[config.mk]
export PLATFORM = sky130hd
export DESIGN_NAME = interleaver_rx_deframer
export DESIGN_NICKNAME = d
export VERILOG_FILES = /design/src/rtl/interleaver_pkg.sv /design/src/rtl/rx_byte_fifo.sv /design/src/rtl/interleaver_rx_deframer.sv
export SDC_FILE = /design/constraint.sdc
export NUM_CORES = 1
export LEC_CHECK = 0
export BUFFER_PORTS_ARGS = -buffer_cell sky130_fd_sc_hd__buf_2
export CAP_MARGIN = 10
export CORE_ASPECT_RATIO = 1.25
export CORE_MARGIN = 1.5
export CORE_UTILIZATION = 55
export DETAILED_ROUTE_END_ITERATION = 8
export PLACE_DENSITY = 0.8
export SLEW_MARGIN = 20
export SYNTH_ARGS = -nofsm -noshare
export SYNTH_HDL_FRONTEND = slang
export SYNTH_SLANG_ARGS = --single-unit
[constraint.sdc]
create_clock -name clock -period 5 [get_ports clock]
set_clock_uncertainty 0.1 [all_clocks]
set_input_delay 0.25 -clock clock [delete_from_list [all_inputs] [get_ports clock]]
set_output_delay 0.25 -clock clock [all_outputs]
set_load 0.01 [all_outputs]
[src/rtl/interleaver_pkg.sv]
// Shared definitions for the interleaver receive deframer.
//  state_e        : deframer FSM states (IDLE, RECV)
//  SHORT_LEN_DEF  : default short frame length in bits
//  LONG_LEN_DEF   : default long frame length in bits
//  BIT_CNT_W      : width of the per-frame bit counter
package interleaver_pkg;

  typedef enum logic [0:0] {
    IDLE,
    RECV
  } state_e;

  localparam int unsigned SHORT_LEN_DEF = 1056;
  localparam int unsigned LONG_LEN_DEF  = 6144;
  localparam int unsigned BIT_CNT_W     = 13;

endpackage

[src/rtl/rx_byte_fifo.sv]
// Synchronous byte FIFO with full/empty flags and simultaneous push/pop.
// Ports:
//  clock, reset   : rising-edge clock, synchronous active-high reset
//  push, push_data: write request and byte; accepted when not full or when popping
//  pop            : read request; head advances when not empty
//  pop_data       : head byte (0 while empty)
//  full, empty    : occupancy flags
module rx_byte_fifo #(
  parameter int unsigned DEPTH = 8
) (
  input  logic       clock,
  input  logic       reset,
  input  logic       push,
  input  logic [7:0] push_data,
  input  logic       pop,
  output logic [7:0] pop_data,
  output logic       full,
  output logic       empty
);

  localparam int unsigned AW = $clog2(DEPTH);

  logic [7:0]  mem [DEPTH];
  logic [AW:0] wr_ptr_q;
  logic [AW:0] rd_ptr_q;
  logic        do_push;
  logic        do_pop;

  // Pointers carry one extra wrap bit: equal index with differing MSB means full.
  assign empty = (wr_ptr_q == rd_ptr_q);
  assign full  = (wr_ptr_q[AW] != rd_ptr_q[AW]) && (wr_ptr_q[AW-1:0] == rd_ptr_q[AW-1:0]);

  assign do_pop  = pop && !empty;
  // A pop on the same edge frees the head slot, so a push into a full FIFO still lands.
  assign do_push = push && (!full || do_pop);

  assign pop_data = empty ? 8'h00 : mem[rd_ptr_q[AW-1:0]];

  always_ff @(posedge clock) begin
    if (reset) begin
      wr_ptr_q <= '0;
      rd_ptr_q <= '0;
    end else begin
      if (do_push) wr_ptr_q <= wr_ptr_q + 1'b1;
      if (do_pop)  rd_ptr_q <= rd_ptr_q + 1'b1;
    end
  end

  always_ff @(posedge clock) begin
    if (do_push) mem[wr_ptr_q[AW-1:0]] <= push_data;
  end

endmodule

[src/rtl/interleaver_rx_deframer.sv]
// Receive deframer for the interleaver test link: packs the serial stream MSB-first into
// bytes, queues them in a small FIFO and reports frame completion, overflow and framing errors.
// Optional feature macro: RX_CHECKSUM_EN adds checksum[7:0], XOR of all bytes of the last frame.
// Ports:
//  clock, reset            : rising-edge clock, synchronous active-high reset
//  data_in                 : serial data bit
//  flag_long_in            : long-frame select, sampled on the start cycle only
//  look_now_in             : frame-start strobe, data_in on this cycle is bit 0
//  byte_out, byte_valid    : FIFO head byte and non-empty flag
//  byte_ready              : consumer accept
//  frame_done              : one-cycle pulse after the final bit
//  overflow, framing_err   : sticky error flags
//  bit_count               : bits received in the current frame
module interleaver_rx_deframer
  import interleaver_pkg::*;
#(
  parameter int unsigned SHORT_LEN  = SHORT_LEN_DEF,
  parameter int unsigned LONG_LEN   = LONG_LEN_DEF,
  parameter int unsigned FIFO_DEPTH = 8
) (
  input  logic                 clock,
  input  logic                 reset,
  input  logic                 data_in,
  input  logic                 flag_long_in,
  input  logic                 look_now_in,
  output logic [7:0]           byte_out,
  output logic                 byte_valid,
  input  logic                 byte_ready,
  output logic                 frame_done,
  output logic                 overflow,
  output logic                 framing_err,
`ifdef RX_CHECKSUM_EN
  output logic [7:0]           checksum,
`endif
  output logic [BIT_CNT_W-1:0] bit_count
);

  state_e               state_q;
  logic [6:0]           shift_q;
  logic [BIT_CNT_W-1:0] len_q;
  logic [BIT_CNT_W-1:0] bit_count_next;
  logic [7:0]           new_byte;
  logic                 in_recv;
  logic                 byte_done;
  logic                 last_bit;
  logic                 pop;
  logic                 fifo_full;
  logic                 fifo_empty;

  assign in_recv        = (state_q == RECV);
  assign bit_count_next = bit_count + 1'b1;
  assign new_byte       = {shift_q, data_in};
  // A strobe in RECV restarts the frame, so the current bit never completes the old byte.
  assign byte_done      = in_recv && !look_now_in && (bit_count[2:0] == 3'd7);
  assign last_bit       = in_recv && !look_now_in && (bit_count_next == len_q);
  assign byte_valid     = !fifo_empty;
  assign pop            = byte_valid && byte_ready;

  rx_byte_fifo #(
    .DEPTH (FIFO_DEPTH)
  ) u_fifo (
    .clock     (clock),
    .reset     (reset),
    .push      (byte_done),
    .push_data (new_byte),
    .pop       (pop),
    .pop_data  (byte_out),
    .full      (fifo_full),
    .empty     (fifo_empty)
  );

  always_ff @(posedge clock) begin
    if (reset) begin
      state_q     <= IDLE;
      shift_q     <= '0;
      len_q       <= '0;
      bit_count   <= '0;
      frame_done  <= 1'b0;
      overflow    <= 1'b0;
      framing_err <= 1'b0;
    end else begin
      frame_done <= last_bit;
      if (byte_done && fifo_full && !pop) overflow <= 1'b1;
      if (look_now_in) begin
        if (in_recv) framing_err <= 1'b1;
        len_q     <= flag_long_in ? BIT_CNT_W'(LONG_LEN) : BIT_CNT_W'(SHORT_LEN);
        shift_q   <= {6'b0, data_in};
        bit_count <= BIT_CNT_W'(1);
        state_q   <= RECV;
      end else if (in_recv) begin
        shift_q   <= new_byte[6:0];
        bit_count <= bit_count_next;
        if (last_bit) state_q <= IDLE;
      end
    end
  end

`ifdef RX_CHECKSUM_EN
  logic [7:0] acc_q;

  // Running XOR covers dropped bytes too; the output only updates on the final byte.
  always_ff @(posedge clock) begin
    if (reset) begin
      acc_q    <= '0;
      checksum <= '0;
    end else if (look_now_in) begin
      acc_q    <= '0;
      checksum <= '0;
    end else if (byte_done) begin
      acc_q <= acc_q ^ new_byte;
      if (last_bit) checksum <= acc_q ^ new_byte;
    end
  end
`endif

endmodule

======== After elaboration in Yosys (flattened, before gate mapping) ========
Memory sizes are Yosys's and may differ from the RTL's. A register that Yosys moved wholly into a read port is not among the register bits.
Cells that the tools add are included.
W data, S select, Z words.
word-level totals
  flip-flop bits (word level) ............. 45
  latch bits .............................. 0
  memory bits (writable) .................. 64
  bits in read-only memories .............. 0
  input port bits ......................... 6
  output and inout bits ................... 25
  memories ................................ 1
memory list
  memory      words  width  read ports  clocked after memory_dff  wr ports  line                source
  u_fifo.mem  8      8      1           1                         1         rx_byte_fifo.sv:23  logic [7:0] mem [DEPTH];
cells by class
  add/sub/neg operators ................... 3
  $mul .................................... 0
  divide/modulo/power cells ............... 0
  order comparisons ....................... 0
  equal/unequal tests ..................... 5
  shift operators ......................... 0
  mux-type cells .......................... 13
  bitwise logic cells ..................... 0
  reduce and logical (&&, ||, !) cells .... 17
operator list
  cell                     number
  $add A13 B1 Y13 const B  1
  $eq A13 B13 Y1           1
  $mux W13                 1
  $logic_and A1 B1 Y1      9
  $mux W1                  9
  $add A4 B1 Y4 const B    2
  $mux W8                  1
  $mux W3                  2
  $eq A4 B4 Y1             1
  $logic_not A1 Y1         4
  $eq A3 B3 Y1             1
  $eq A3 B3 Y1 const B     1
  $reduce_and A2 Y1        1
  $reduce_bool A2 Y1       1
  $reduce_or A2 Y1         1
  $logic_or A1 B1 Y1       1
  $ne A1 B1 Y1             1

======== Logic depth before layout (Yosys ltp) ========
  word-level depth ........................ 8
  gate-level depth with buffers ........... 9

======== Modules after synthesis ========
A second synthesis with hierarchy kept.
unflattened totals
  cells, all modules ...................... 330
  area total of the unflattened synthesis .. 4468.0 µm²
by module, submodules not included
  module                   times used  cells an instance  area an instance (µm²)
  rx_byte_fifo             1           173                3094.2
  interleaver_rx_deframer  1           157                1373.8

======== Worst setup path after synthesis ========
OpenSTA, ideal clock, no wires.
  path type ............................... reg-to-reg
  start point ............................. register bit_count[0]
  end point ............................... memory u_fifo.mem[0][0] (enable)
  arrival ................................. 2.155 ns
  required time ........................... 4.517 ns
  setup slack ............................. 2.362 ns
  cell stages (with the launch flop) ...... 7
  path through ............................ dfxtp_1 -> ha_1 -> ha_1 -> nand2_1 -> a21oi_1 -> nand2_1 -> nor3_1
on the way
  longest elaborated chain between the ends .. 5
ends and longest elaborated chain
  what                           line                           source
  start, declared                interleaver_rx_deframer.sv:35  output logic [BIT_CNT_W-1:0] bit_count
  start signal, assigned         interleaver_rx_deframer.sv:92  bit_count <= bit_count_next;
  $eq A3 B3 Y1                   interleaver_rx_deframer.sv:54  assign byte_done = in_recv && !look_now_in && (bit_count[2:0] == 3'd7);
  $logic_and A1 B1 Y1            interleaver_rx_deframer.sv:54
  $logic_and A1 B1 Y1            rx_byte_fifo.sv:35             assign do_push = push && (!full || do_pop);
  $mux W1                        rx_byte_fifo.sv:50             if (do_push) mem[wr_ptr_q[AW-1:0]] <= push_data;
  $mux W1 (not written as such)  rx_byte_fifo.sv:50
  end, declared                  rx_byte_fifo.sv:23
No other way between the ends.

======== Worst setup path after layout ========
  start point ............................. register state_q, in the netlist in_recv
  end point ............................... memory u_fifo.mem[4][2] (enable)
on the way
  longest elaborated chain between the ends .. 5
ends and longest elaborated chain
  what                               line                           source
  start, declared                    interleaver_rx_deframer.sv:38  state_e state_q;
  start signal, assigned             interleaver_rx_deframer.sv:74  state_q <= IDLE;
  start signal, assigned             interleaver_rx_deframer.sv:89  state_q <= RECV;
  start signal, assigned             interleaver_rx_deframer.sv:93  if (last_bit) state_q <= IDLE;
  $logic_and A1 B1 Y1 (2 in series)  interleaver_rx_deframer.sv:54
  $logic_and A1 B1 Y1                rx_byte_fifo.sv:35
  $mux W1                            rx_byte_fifo.sv:50
  $mux W1 (not written as such)      rx_byte_fifo.sv:50
No other way between the ends.

==> impl_metrics.tcl <==
set metrics [dict create \
    critPathLaunch "in_recv" \
    relSlewSlack 0.4282 \
    placement_rows 36 \
    grt_pass1_vias 2635 \
    cp-start-kind "flip-flop" \
    p_leak_nw 1.653 \
    synth_ff_type "edfxtp_1" \
    cp_max_fo 19 \
    finalCriticalPeriod_ns 3.013 \
    num-nets-final 362 \
    numPortBuffers 30 \
    finalMaxSlewViolations 0 \
    grt_first_pass_wirelength_mm 13.08 \
    clkPwrFrac 0.347 \
    clkTransAtPathRegs_ns 0.10 \
    power_density_nw_per_um2 294.7 \
    rsz0062_at_grt "false" \
    remaining_drc_errors 0 \
    cpPeakStageDelay_ns 0.89 \
    cts-buffers-inserted 9 \
    clock-sinks 101 \
    slowest_stage "dfxtp_1" \
    clock.fmax_mhz 331.9 \
    outcome "complete, no violations" \
    vias 2679 \
    regToRegStartpoint "in_recv" \
    tightest_slew_ns 0.8566 \
    finalPower_w 0.001408 \
    diodes 0 \
    grt_max_degree 20 \
    cp_common_cell "nand2_1" \
    antenna_found_initial 0 \
    cts_tree "built" \
    fillers 587 \
    worst_r2r_endpoint "u_fifo.mem[4][2]" \
    drive_gt1_frac 0.2191 \
    netlist-cell-type-count 49 \
    avgViaCountPerCell 5.940 \
    required_ns 4.90 \
    hold-worst-slack_ns 0.1096 \
    clock_latency_ns 0.36 \
    yosysSeqAreaShare 0.6056 \
    syn_area_per_cell_um2 13.36 \
    p_sw_w 0.0003119 \
    core_area_um2 7792 \
    regToRegSetupSlack_ns 1.99 \
    syn_nets 340 \
    ys_ff_latch 101 \
    grt_use_total 0.2008 \
    cts-root-buf "clkbuf_8" \
    syn_inst 329 \
    hpwl_mm 5.704 \
    area_delta_synth_final_pct 8.679 \
    hp-class "primary input to flip-flop" \
    gp_congestion 0.8394 \
    drtPass1Iterations 5 \
    die_w_um 82.97 \
    p_int_w 0.001096 \
    yosys_warnings 0 \
    synthArstFlopShare 0 \
    path_cells "nor2b_1, nand2_1, a21oi_1, nand2_1, nor2_1" \
    crit_end "u_fifo.mem[4][2]" \
    hold_viol_final 0 \
    drv_cap 0 \
    seqPwrFrac 0.633 \
    clk_path_buf_depth 2 \
    initial_core_util 0.5642 \
    fp.dieArea_um2 8543 \
    peakVddDrop_v 0.0001419 \
    synth-edff-count 64 \
    p_comb_frac 0.020 \
    cp.arrival_ns 2.91 \
    placed_cells 434 \
    r2r_cells 5 \
    crit_path_end_kind "flip-flop" \
    io_pins 31 \
    htreeDepth 3 \
    setup_viol 0 \
    routed_wl_mm 8.253 \
    synth_area_um2 4397 \
    switching_share 0.2215 \
    stdcell_count 451 \
    overflow 0 \
    wl_per_cell_um 18.30 \
    finalSetupTns_ns 0 \
    crit_type "flip-flop to flip-flop" \
    fin_crit_sh 0.6026 \
    postRouteAntennaNets 0 \
    cts.repair.resized 0 \
    die_h_um 103.0 \
    first_iter_violations 167 \
]
-- worst max-delay path, delay by kind of cell, from the launching register on --
| kind | cells | cell delay, ns |
|---|---|---|
| DFF | 1 | 0.89 |
| AOI/OAI and AO/OA | 1 | 0.38 |
| and+or+nand+nor | 4 | 1.28 |
-- final cells by class --
class / count / area (µm²) / area share
flip-flops and latches: 101 / 2664 / 0.5575
multi-input cells: 205 / 1632 / 0.3414
repair buffers: 31 / 160.2 / 0.03352
clock buffers: 10 / 137.6 / 0.02880
well taps: 95 / 118.9 / 0.02488
clock inverters: 6 / 55.05 / 0.01152
inverters: 3 / 11.26 / 0.002357
-- cells in the mapped netlist, types with 6 or more instances --
master	instances	share of area
xor2_1	18	0.036
clkbuf_1	12	0.010
nor2_1	50	0.043
dfxtp_1	37	0.17
nor3_1	6	0.0068
edfxtp_1	64	0.44
nand3_1	11	0.013
mux2i_1	18	0.041
a21oi_1	7	0.0080
nand4_1	6	0.0085
nand2_1	13	0.011
xnor2_1	6	0.012
mux4_2	16	0.082
-- cells in the final DEF (no fill, tap or decap), types with 3 or more instances in the layout --
master,netlist,final
nor3_1,6,4
nand3_1,11,11
buf_2,1,30
ha_1,5,5
nand2_1,13,13
xor2_1,18,18
a21oi_1,7,7
a211oi_1,4,4
nand3b_1,3,3
inv_1,3,3
clkbuf_8,0,10
nand2b_1,4,4
mux2i_1,18,18
nand4_1,6,6
xnor2_1,6,6
dfxtp_1,37,36
and3_1,3,3
mux4_2,16,16
nor2_1,50,50
edfxtp_1,64,64
-- sequential cells by signal, summed over array words and instances, names as in the netlist, named ones only --
signal and count:
u_fifo.rd_ptr_q 4, shift_q 7, framing_err 1, frame_done 1, u_fifo.mem 64, overflow 1
bit_count 13, len_q 2, u_fifo.wr_ptr_q 4, in_recv 1
-- power groups by stage --
stage	combinational (W)	clock [W]	sequential, W
floorplan	0.0000216	0	0.000906
global placement	0.0000269	0	0.000910
detailed placement	0.0000274	0	0.000911
CTS	0.0000281	0.000499	0.000892
global route	0.0000310	0.000531	0.000893
finish	0.0000278	0.000488	0.000892
-- per-stage QoR --
stage	instance area (µm²)	util	setup WS [ns]
4_1_cts	4767	0.6118	1.641
6_report	4778	0.6132	1.987
3_3_place_gp	4552	0.5841	1.888
5_1_grt	4778	0.6132	1.735
3_5_place_dp	4564	0.5857	1.656
2_1_floorplan	4397	-	2.362
-- logic make-up (layout without fill, tap and decap cells) --
logic type | Yosys count | after routing | synth area share
AND/OR/NAND/NOR | 117 | 117 | 0.1375
flip-flops | 101 | 101 | 0.6056
multiplexers | 34 | 34 | 0.1229
AO/OA/AOI/OAI | 25 | 25 | 0.04354
XOR/XNOR | 24 | 24 | 0.04781
buffers and inverters | 23 | 50 | 0.02846
adder cells (fa/ha/maj) | 5 | 5 | 0.01423
-- worst min-delay path by stage --
stage	start	endpoint	cells after the start
6_report	look_now_in	len_q[10]	2
5_1_grt	look_now_in	len_q[10]	2
4_1_cts	look_now_in	len_q[10]	2
3_5_place_dp	flag_long_in	len_q[10]	2
3_3_place_gp	flag_long_in	len_q[10]	2
2_1_floorplan	data_in	u_fifo.mem[0][0]	0
-- repair_timing --
action | CTS | global route
hold endpoints to repair | 1 | 0
buffers inserted | 0 | 0
hold buffers | 1 | 0
-- routing by layer --
metal / share of wire / up-vias / GRT usage
met1: 0.40 / 1314 / 0.2254
met2: 0.54 / 87 / 0.3827
met3: 0.043 / 10 / 0.04163
li1: - / 1268 / -
met4: 0.012 / 0 / 0.06923
met5: 0 / - / 0
Power figures use the tool's default switching activity.
